File: src/rtl/regfile_wb_arb_pkg.sv
// Shared definitions for the register-file writeback arbiter.
//   DEF_ADDR_W / DEF_DATA_W : default register address / data widths
//   STAT_W                  : width of each per-requester beat counter
//   arb_state_e             : arbiter FSM encoding (IDLE=0, OWNED=1)
//   idx_w()                 : index width for a given requester count
package regfile_wb_arb_pkg;
  localparam int DEF_ADDR_W = 5;
  localparam int DEF_DATA_W = 32;
  localparam int STAT_W     = 16;

  typedef enum logic {
    ST_IDLE  = 1'b0,
    ST_OWNED = 1'b1
  } arb_state_e;

  function automatic int idx_w(input int n);
    return (n > 1) ? $clog2(n) : 1;
  endfunction
endpackage

File: src/rtl/regfile_wb_arbiter_rr_arbiter.sv
// Combinational round-robin picker.
//   valid     : request vector
//   ptr       : highest-priority index this cycle
//   grant     : one-hot grant (all zero when nothing is valid)
//   grant_idx : binary index of the granted requester (0 when none)
module rr_arbiter
  import regfile_wb_arb_pkg::*;
#(
  parameter int NUM_REQ = 3,
  parameter int IDX_W   = idx_w(NUM_REQ)
) (
  input  logic [NUM_REQ-1:0] valid,
  input  logic [IDX_W-1:0]   ptr,
  output logic [NUM_REQ-1:0] grant,
  output logic [IDX_W-1:0]   grant_idx
);
  logic found;
  int   j;

  // Scan cyclically from ptr; the wrap is explicit so NUM_REQ need not be a power of 2.
  always_comb begin
    grant     = '0;
    grant_idx = '0;
    found     = 1'b0;
    j         = 0;
    for (int k = 0; k < NUM_REQ; k++) begin
      j = int'(ptr) + k;
      if (j >= NUM_REQ) j = j - NUM_REQ;
      if (!found && valid[j]) begin
        found     = 1'b1;
        grant[j]  = 1'b1;
        grant_idx = IDX_W'(j);
      end
    end
  end
endmodule

File: src/rtl/regfile_wb_arbiter.sv
// Shares the register_file write port among NUM_REQ writeback sources.
// Round-robin between bursts; a burst (beats until req_last) locks the port to its owner.
// Handshake: a beat of requester i transfers in any cycle where req_valid[i] && req_ready[i];
// req_ready is combinational from state/owner/rr_ptr/req_valid, at most one bit is high,
// and it is forced low while reset is asserted so no beat is taken during reset.
// Ports:
//   clk, reset (sync, active-low)
//   req_valid/req_last [NUM_REQ], req_addr/req_data flat (slice i = [i*W +: W])
//   req_ready [NUM_REQ]                 : accept strobe per requester
//   write_enable/write_at_addr/write_data : registered write port, 1-cycle latency
//   busy                                : high while a burst owns the port
//   stat_beats [NUM_REQ*16]             : per-requester accepted-beat counters,
//                                         present only with RF_WB_ARB_STATS_EN defined
module regfile_wb_arbiter
  import regfile_wb_arb_pkg::*;
#(
  parameter int NUM_REQ     = 3,
  parameter int ADDR_W      = DEF_ADDR_W,
  parameter int DATA_W      = DEF_DATA_W,
  parameter int ZERO_REG_RO = 1
) (
  input  logic                      clk,
  input  logic                      reset,
  input  logic [NUM_REQ-1:0]        req_valid,
  input  logic [NUM_REQ-1:0]        req_last,
  input  logic [NUM_REQ*ADDR_W-1:0] req_addr,
  input  logic [NUM_REQ*DATA_W-1:0] req_data,
  output logic [NUM_REQ-1:0]        req_ready,
  output logic                      write_enable,
  output logic [ADDR_W-1:0]         write_at_addr,
  output logic [DATA_W-1:0]         write_data,
`ifdef RF_WB_ARB_STATS_EN
  output logic [NUM_REQ*STAT_W-1:0] stat_beats,
`endif
  output logic                      busy
);
  localparam int IDX_W = idx_w(NUM_REQ);

  arb_state_e         state;
  logic [IDX_W-1:0]   owner;
  logic [IDX_W-1:0]   rr_ptr;
  logic [NUM_REQ-1:0] rr_grant;
  logic [IDX_W-1:0]   rr_idx;

  logic [IDX_W-1:0]   acc_idx;
  logic               accept;
  logic               acc_last;
  logic [ADDR_W-1:0]  acc_addr;
  logic [DATA_W-1:0]  acc_data;
  logic [IDX_W-1:0]   next_ptr;
  logic               acc_zero;

  rr_arbiter #(.NUM_REQ(NUM_REQ), .IDX_W(IDX_W)) u_rr (
    .valid     (req_valid),
    .ptr       (rr_ptr),
    .grant     (rr_grant),
    .grant_idx (rr_idx)
  );

  always_comb begin
    req_ready = '0;
    acc_idx   = owner;
    if (reset) begin
      if (state == ST_OWNED) begin
        req_ready[owner] = req_valid[owner];
      end else begin
        req_ready = rr_grant;
        acc_idx   = rr_idx;
      end
    end
  end

  assign accept   = |(req_valid & req_ready);
  assign acc_last = req_last[acc_idx];
  assign acc_addr = req_addr[int'(acc_idx)*ADDR_W +: ADDR_W];
  assign acc_data = req_data[int'(acc_idx)*DATA_W +: DATA_W];
  assign next_ptr = (int'(acc_idx) == NUM_REQ - 1) ? '0 : acc_idx + IDX_W'(1);
  // Register 0 is hard-wired: the beat completes its handshake but produces no write.
  assign acc_zero = (ZERO_REG_RO != 0) && (acc_addr == '0);
  assign busy     = (state == ST_OWNED);

  always_ff @(posedge clk) begin
    if (!reset) begin
      state         <= ST_IDLE;
      owner         <= '0;
      rr_ptr        <= '0;
      write_enable  <= 1'b0;
      write_at_addr <= '0;
      write_data    <= '0;
    end else begin
      write_enable <= accept && !acc_zero;
      if (accept) begin
        write_at_addr <= acc_addr;
        write_data    <= acc_data;
        case (state)
          ST_IDLE: begin
            if (acc_last) begin
              rr_ptr <= next_ptr;
            end else begin
              state <= ST_OWNED;
              owner <= acc_idx;
            end
          end
          ST_OWNED: begin
            if (acc_last) begin
              state  <= ST_IDLE;
              rr_ptr <= next_ptr;
            end
          end
          default: state <= ST_IDLE;
        endcase
      end
    end
  end

`ifdef RF_WB_ARB_STATS_EN
  logic [STAT_W-1:0] stat_cnt [NUM_REQ];

  always_ff @(posedge clk) begin
    if (!reset) begin
      for (int i = 0; i < NUM_REQ; i++) stat_cnt[i] <= '0;
    end else if (accept && (stat_cnt[acc_idx] != '1)) begin
      stat_cnt[acc_idx] <= stat_cnt[acc_idx] + STAT_W'(1);
    end
  end

  for (genvar g = 0; g < NUM_REQ; g++) begin : g_stat
    assign stat_beats[g*STAT_W +: STAT_W] = stat_cnt[g];
  end
`endif
endmodule
File: config.mk
export PLATFORM = sky130hd
export DESIGN_NAME = regfile_wb_arbiter
export DESIGN_NICKNAME = d
export VERILOG_FILES = /design/src/rtl/regfile_wb_arb_pkg.sv /design/src/rtl/regfile_wb_arbiter_rr_arbiter.sv /design/src/rtl/regfile_wb_arbiter.sv
export SDC_FILE = /design/constraint.sdc
export NUM_CORES = 1
export LEC_CHECK = 0
export ABC_AREA = 1
export BUFFER_PORTS_ARGS = -buffer_cell sky130_fd_sc_hd__buf_2
export CORE_MARGIN = 4
export CORE_UTILIZATION = 48
export CTS_CLUSTER_DIAMETER = 150
export DETAILED_ROUTE_END_ITERATION = 8
export PLACE_DENSITY = 0.84
export SLEW_MARGIN = 20
export SYNTH_ARGS = -nofsm -noshare
export SYNTH_HDL_FRONTEND = slang
export SYNTH_HIERARCHICAL = 1
export SYNTH_SLANG_ARGS = --single-unit
File: constraint.sdc
create_clock -name clk -period 4.3 [get_ports clk]
set_clock_uncertainty 0.15 [all_clocks]
set_input_delay 0.86 -clock clk [delete_from_list [all_inputs] [get_ports clk]]
set_output_delay 0.86 -clock clk [all_outputs]
set_load 0.02 [all_outputs]
-- Word-level counts from Yosys, hierarchy flattened
Cells that the tools add are included.
- bitwise gates (word level): 6
- magnitude comparators: 12
- shift-type cells: 2
- multipliers: 1
- reduce and logical (&&, ||, !) cells: 14
- $add $sub $neg: 6
- multiplexer cells: 39
- equal/unequal tests: 1
- operator list (cell ; count):
    $ge A32 B1 Y1 const B ; 3
    $lt A32 B4 Y1 const B ; 3
    $mux W32 ; 3
    $shiftx A96 B8 Y32 ; 1
    $ge A32 B3 Y1 const B ; 2
    $sub A32 B3 Y32 const B ; 2
    $mux W1 ; 15
    $mux W3 ; 5
    $shiftx A15 B6 Y5 ; 1
    $mux W2 ; 7
    $bmux W1 S2 ; 5
    $demux W1 S2 ; 4
    $logic_and A1 B1 Y1 ; 7
    $and A3 B3 Y3 ; 2
    $lt A2 B3 Y1 const B ; 2
    $or A3 B3 Y3 ; 2
    $logic_not A5 Y1 ; 1
    $mul A2 B3 Y5 const B ; 1
    $add A2 B1 Y3 const B ; 1
    $add A2 B2 Y3 const B ; 1
    $logic_not A1 Y1 ; 3
    $reduce_and A3 Y1 ; 1
    $reduce_or A3 Y1 ; 1
    $sub A2 B2 Y3 const B ; 1
    other kinds (6) ; 7
- logic and storage cells: 87
- input bits: 119
- register bits after elaboration: 43
- output and inout port bits: 42

-- Depth between registers and ports, before layout
- word-level depth: 19
- depth in mapped cells: 21
- mapped depth without buffers: 21

-- Modules after synthesis
Netlist, hierarchy kept.
- by module, submodules not included (module ; cells an instance ; area an instance (um^2) ; instances ; sequential area each (um^2)):
    regfile_wb_arbiter ; 421 ; 2524.9 ; 1 ; 860.8
    rr_arbiter ; 62 ; 316.6 ; 1 ; 0.0

-- Worst setup path after synthesis
OpenSTA, ideal clock, no wires.
- path type: input to output
- from: input req_valid[2]
- to: output req_ready[0]
- arrival: 1.782 ns
- cell stages on the path: 10
- slack: 1.508 ns
- cells stage by stage: inv_2 -> o21ai_2 -> nand2_4 -> inv_2 -> nand2_1 -> nand2_1 -> inv_1 -> nand2_1 -> nand2_1 -> a21oi_1
- longest elaborated chain between the ends: 12
- elaborated cells between the ends (all ways): 25
- RTL lines (item ; line ; RTL):
    start, declared ; regfile_wb_arbiter.sv:24 ; input logic [NUM_REQ-1:0] req_valid,
    $bmux W1 S2 ; regfile_wb_arbiter_rr_arbiter.sv:29 ; if (!found && valid[j]) begin
    $mux W1 (not written as such) (2 in series) ; regfile_wb_arbiter_rr_arbiter.sv:29 ;
    $mux W1 ; regfile_wb_arbiter_rr_arbiter.sv:29 ;
    $logic_not A1 Y1 ; regfile_wb_arbiter_rr_arbiter.sv:29 ;
    $logic_and A1 B1 Y1 ; regfile_wb_arbiter_rr_arbiter.sv:29 ;
    $mux W1 ; regfile_wb_arbiter_rr_arbiter.sv:29 ;
    $logic_not A1 Y1 ; regfile_wb_arbiter_rr_arbiter.sv:29 ;
    $logic_and A1 B1 Y1 ; regfile_wb_arbiter_rr_arbiter.sv:29 ;
    $mux W3 (*) ; regfile_wb_arbiter_rr_arbiter.sv:29 ;
    named net rr_grant[0] ; regfile_wb_arbiter.sv:42 ; logic [NUM_REQ-1:0] rr_grant;
    $mux W3 (*) ; regfile_wb_arbiter.sv:64 ; if (state == ST_OWNED) begin
    $mux W3 (*) ; regfile_wb_arbiter.sv:63 ; if (reset) begin
    end, declared ; regfile_wb_arbiter.sv:28 ; output logic [NUM_REQ-1:0] req_ready,
The timed path passes the listed nets; every way through them passes the cells marked *. The select of a mux whose other input is x is not followed.

-- Worst setup path in the final report
- from: register rr_ptr[0]
- to: register write_data[21]
- elaborated cells between the ends (all ways): 56
- RTL lines (item ; line ; RTL):
    start, declared ; regfile_wb_arbiter.sv:41 ; logic [IDX_W-1:0] rr_ptr;
    start signal, assigned ; regfile_wb_arbiter.sv:98 ; rr_ptr <= next_ptr;
    start signal, assigned ; regfile_wb_arbiter.sv:107 ; rr_ptr <= next_ptr;
    parallel branches: the longest is 11 deep, another holds $sub A32 B3 Y32 ; -- ;
    $mux W2 (*) ; regfile_wb_arbiter_rr_arbiter.sv:29 ;
    named net rr_idx[0] ; regfile_wb_arbiter.sv:43 ; logic [IDX_W-1:0] rr_idx;
    $mux W2 (*) ; regfile_wb_arbiter.sv:64 ;
    $mux W2 (*) ; regfile_wb_arbiter.sv:63 ;
    $shiftx A96 B8 Y32 (*) ; regfile_wb_arbiter.sv:76 ; assign acc_data = req_data[int'(acc_idx)*DATA_W +: DATA_W];
    end signal, assigned ; regfile_wb_arbiter.sv:94 ; write_data <= acc_data;
    end, declared ; regfile_wb_arbiter.sv:31 ; output logic [DATA_W-1:0] write_data,
Mark *: on every way through the listed nets, which the timed path passes. The select of a mux whose other input is x is not followed.
A chain may end at the register's enable or synchronous reset.

==> results.py <==
metrics = {
    "critical_path": {
        "cp-start-kind": "flop",
        "critPathRequiredTime_ns": 4.37,
        "crit_path_max_fanout": 25,
        "criticalPathCategory": "flop to flop",
        "worst_setup_path_end_kind": "flop",
        "arrival_ns": 3.45,
    },
    "clock_tree": {
        "cts.sink_count": 43,
        "clkTransAtPathRegs_ns": 0.08,
        "cts_tree": "yes",
        "cts_htree_levels": 2,
        "clockBufferDepth": 2,
        "cts-resized-gates": 0,
        "postCtsHoldBufs": 0,
        "numCtsBuffers": 5,
        "cts_root_buffer": "clkbuf_8",
        "clk_latency_ns": 0.28,
        "cts_setup_buffers": 0,
    },
    "synth": {
        "syn_nets": 606,
        "ys.flop_type": "dfxtp_1",
        "syn_area_per_cell_um2": 5.88,
        "yosysSeqAreaShare": 0.303,
        "synth_edf_count": 0,
        "yosys.area.top_type": "dfxtp_1",
        "yosysUniqueCellTypes": 23,
        "ys_top_cells_by_count": "nand2_1 (184), nor2_1 (72), nand3_1 (45)",
        "synth_seq_cells": 43,
        "ys_warn_count": 6,
        "postSynthCellCount": 483,
        "ys_async_sr_fraction": 0,
        "synth.area.top_cells": "dfxtp_1 (30%), nand2_1 (24%), nor2_1 (9.5%)",
        "synth_area_um2": 2840,
        "synth_most_common_cell": "nand2_1",
        "synth_top_area_frac": 0.303,
    },
    "final_layout": {
        "final_cells": 699,
        "fin_util": 0.660,
        "fin_area_um2": 3700,
        "fillers": 546,
        "n_antenna_cell": 0,
        "num-nets-final": 749,
        "drive_gt1_frac": 0.309,
        "area.growth.synth_to_final_pct": 30.3,
    },
    "timing": {
        "tightest_slew_ns": 0.931,
        "post-route-period-util": 0.786,
        "finalHoldViolCount": 0,
        "finalMaxSlewViolations": 0,
        "period_needed_ns": 3.38,
        "rsz0062_at_grt": "false",
        "setup_violations": 0,
        "max_freq_mhz": 296,
        "maxSlewHeadroom": 0.378,
        "tns_ns": 0,
    },
    "power": {
        "peakVddDrop_mv": 0.365,
        "p_leak_nw": 2.05,
        "power_density_nw_per_um2": 598,
    },
    "global_route": {
        "grt_max_degree": 60,
        "grt_pass1_vias": 3126,
        "grt_usage": 0.228,
        "grt_pass1_wl_um": 13900,
        "grt.overflow.total": 0,
        "antenna_found_initial": 0,
    },
    "floorplanning": {
        "die_w_um": 84.9,
        "ios": 161,
        "coreArea_um2": 5610,
        "start_util": 0.507,
        "dieHeight_um": 84.9,
        "die_area_um2": 7210,
        "num_rows": 27,
    },
    "drt": {
        "dr_total_vias": 3459,
        "vias_per_cell": 4.95,
        "wl_per_cell_um": 12.3,
        "dr.pass1.iters": 5,
        "drc": 0,
        "drt_iter0_drc": 140,
        "wirelength_um": 8600,
        "drtAntennaViolNets": 0,
    },
    "placement": {
        "dpl.cell_count": 691,
        "dpl.hpwl_um": 6590,
        "port_buffers": 160,
        "globalplace.congestion": 0.850,
        "dpl_cell_area_um2": 3580,
    },
    "status": {
        "status": "finished clean",
    },
    "run": {
        "drv_cap": 0,
    },
    "min_path": {
        "hold_path.class": "flop to flop",
    },
}
-- cell families after synthesis --
logic type,share of synthesized area
and+or+nand+nor,0.473
buffers and inverters,0.0925
DFF,0.303
adders and majority gates,0.0176
AOI/OAI and AO/OA,0.114
-- placed cells by master, fill, tap and decap left out, drive strengths merged --
cell | Yosys | layout
clkbuf | 3 | 6
nand3 | 47 | 47
ha | 4 | 4
buf | 23 | 162
nand4 | 4 | 4
bufinv | 0 | 1
nor2 | 76 | 76
a21oi | 42 | 42
inv | 25 | 26
dfxtp | 43 | 43
nand2 | 194 | 194
o21ai | 22 | 22
-- where the power goes --
part / internal [mW] / total, mW / switching [mW] / leakage [nW]
clock: 0.191 / 0.329 / 0.138 / 0.0618
combinational: 0.418 / 1.29 / 0.869 / 1.63
sequential: 0.527 / 0.597 / 0.0707 / 0.353
-- final timing paths --
| check | to | startpoint | cells after the start | slack, ns |
|---|---|---|---|---|
| worst max register to register | write_data[21] | rr_ptr[0] | 18 | 0.92 |
| worst max-delay path | write_data[21] | rr_ptr[0] | 18 | 0.92 |
| worst min-delay path | write_at_addr[4] | write_at_addr[4] | 2 | 0.31 |
| worst min register to register | write_at_addr[4] | write_at_addr[4] | 2 | 0.31 |
-- layout make-up --
cell class,count,area [µm²],share of cell area
Clock buffer,6,82.6,0.0223
Tap cell,72,90.1,0.0243
Inverter,25,96.3,0.0260
Multi-Input combinational cell,389,1720,0.464
Sequential cell,43,861,0.233
Timing Repair Buffer,162,816,0.220
Clock inverter,2,38.8,0.0105
-- sequential cells by signal, indices dropped and copies added, names as in the netlist --
name           count
write_at_addr      5
rr_ptr             2
write_enable       1
owner              2
busy               1
write_data        32
-- metrics by stage --
stage	setup slack [ns]	power [mW]	hold slack, ns
after floorplan	1.51	1.60	0.323
after global placement	0.965	1.86	0.298
after detailed placement	0.886	1.89	0.302
after CTS	0.958	2.22	0.316
after global routing	0.568	2.41	0.333
final	0.920	2.21	0.313
-- critical path, stage by stage, from the launching register on --
cell	delay, ns
dfxtp_1	0.39
inv_1	0.08
ha_1	0.48
inv_2	0.08
nand2_1	0.07
nand3_1	0.06
nand2_1	0.12
nand3_1	0.11
nand2_2	0.08
inv_2	0.03
nand2_1	0.06
inv_1	0.05
nand3_1	0.11
nand2_2	0.30
nor2_2	0.69
nand2_1	0.14
nand3_1	0.12
nand2_1	0.06
a21oi_1	0.15
-- routing by layer --
metal | share of wire | GRT usage | up-vias
li1 | - | - | 1808
met1 | 0.42 | 0.282 | 1513
met2 | 0.48 | 0.391 | 128
met3 | 0.084 | 0.0583 | 10
met4 | 0.015 | 0.0633 | 0
met5 | 0 | 0 | -
(Power assumes the default switching activity.)
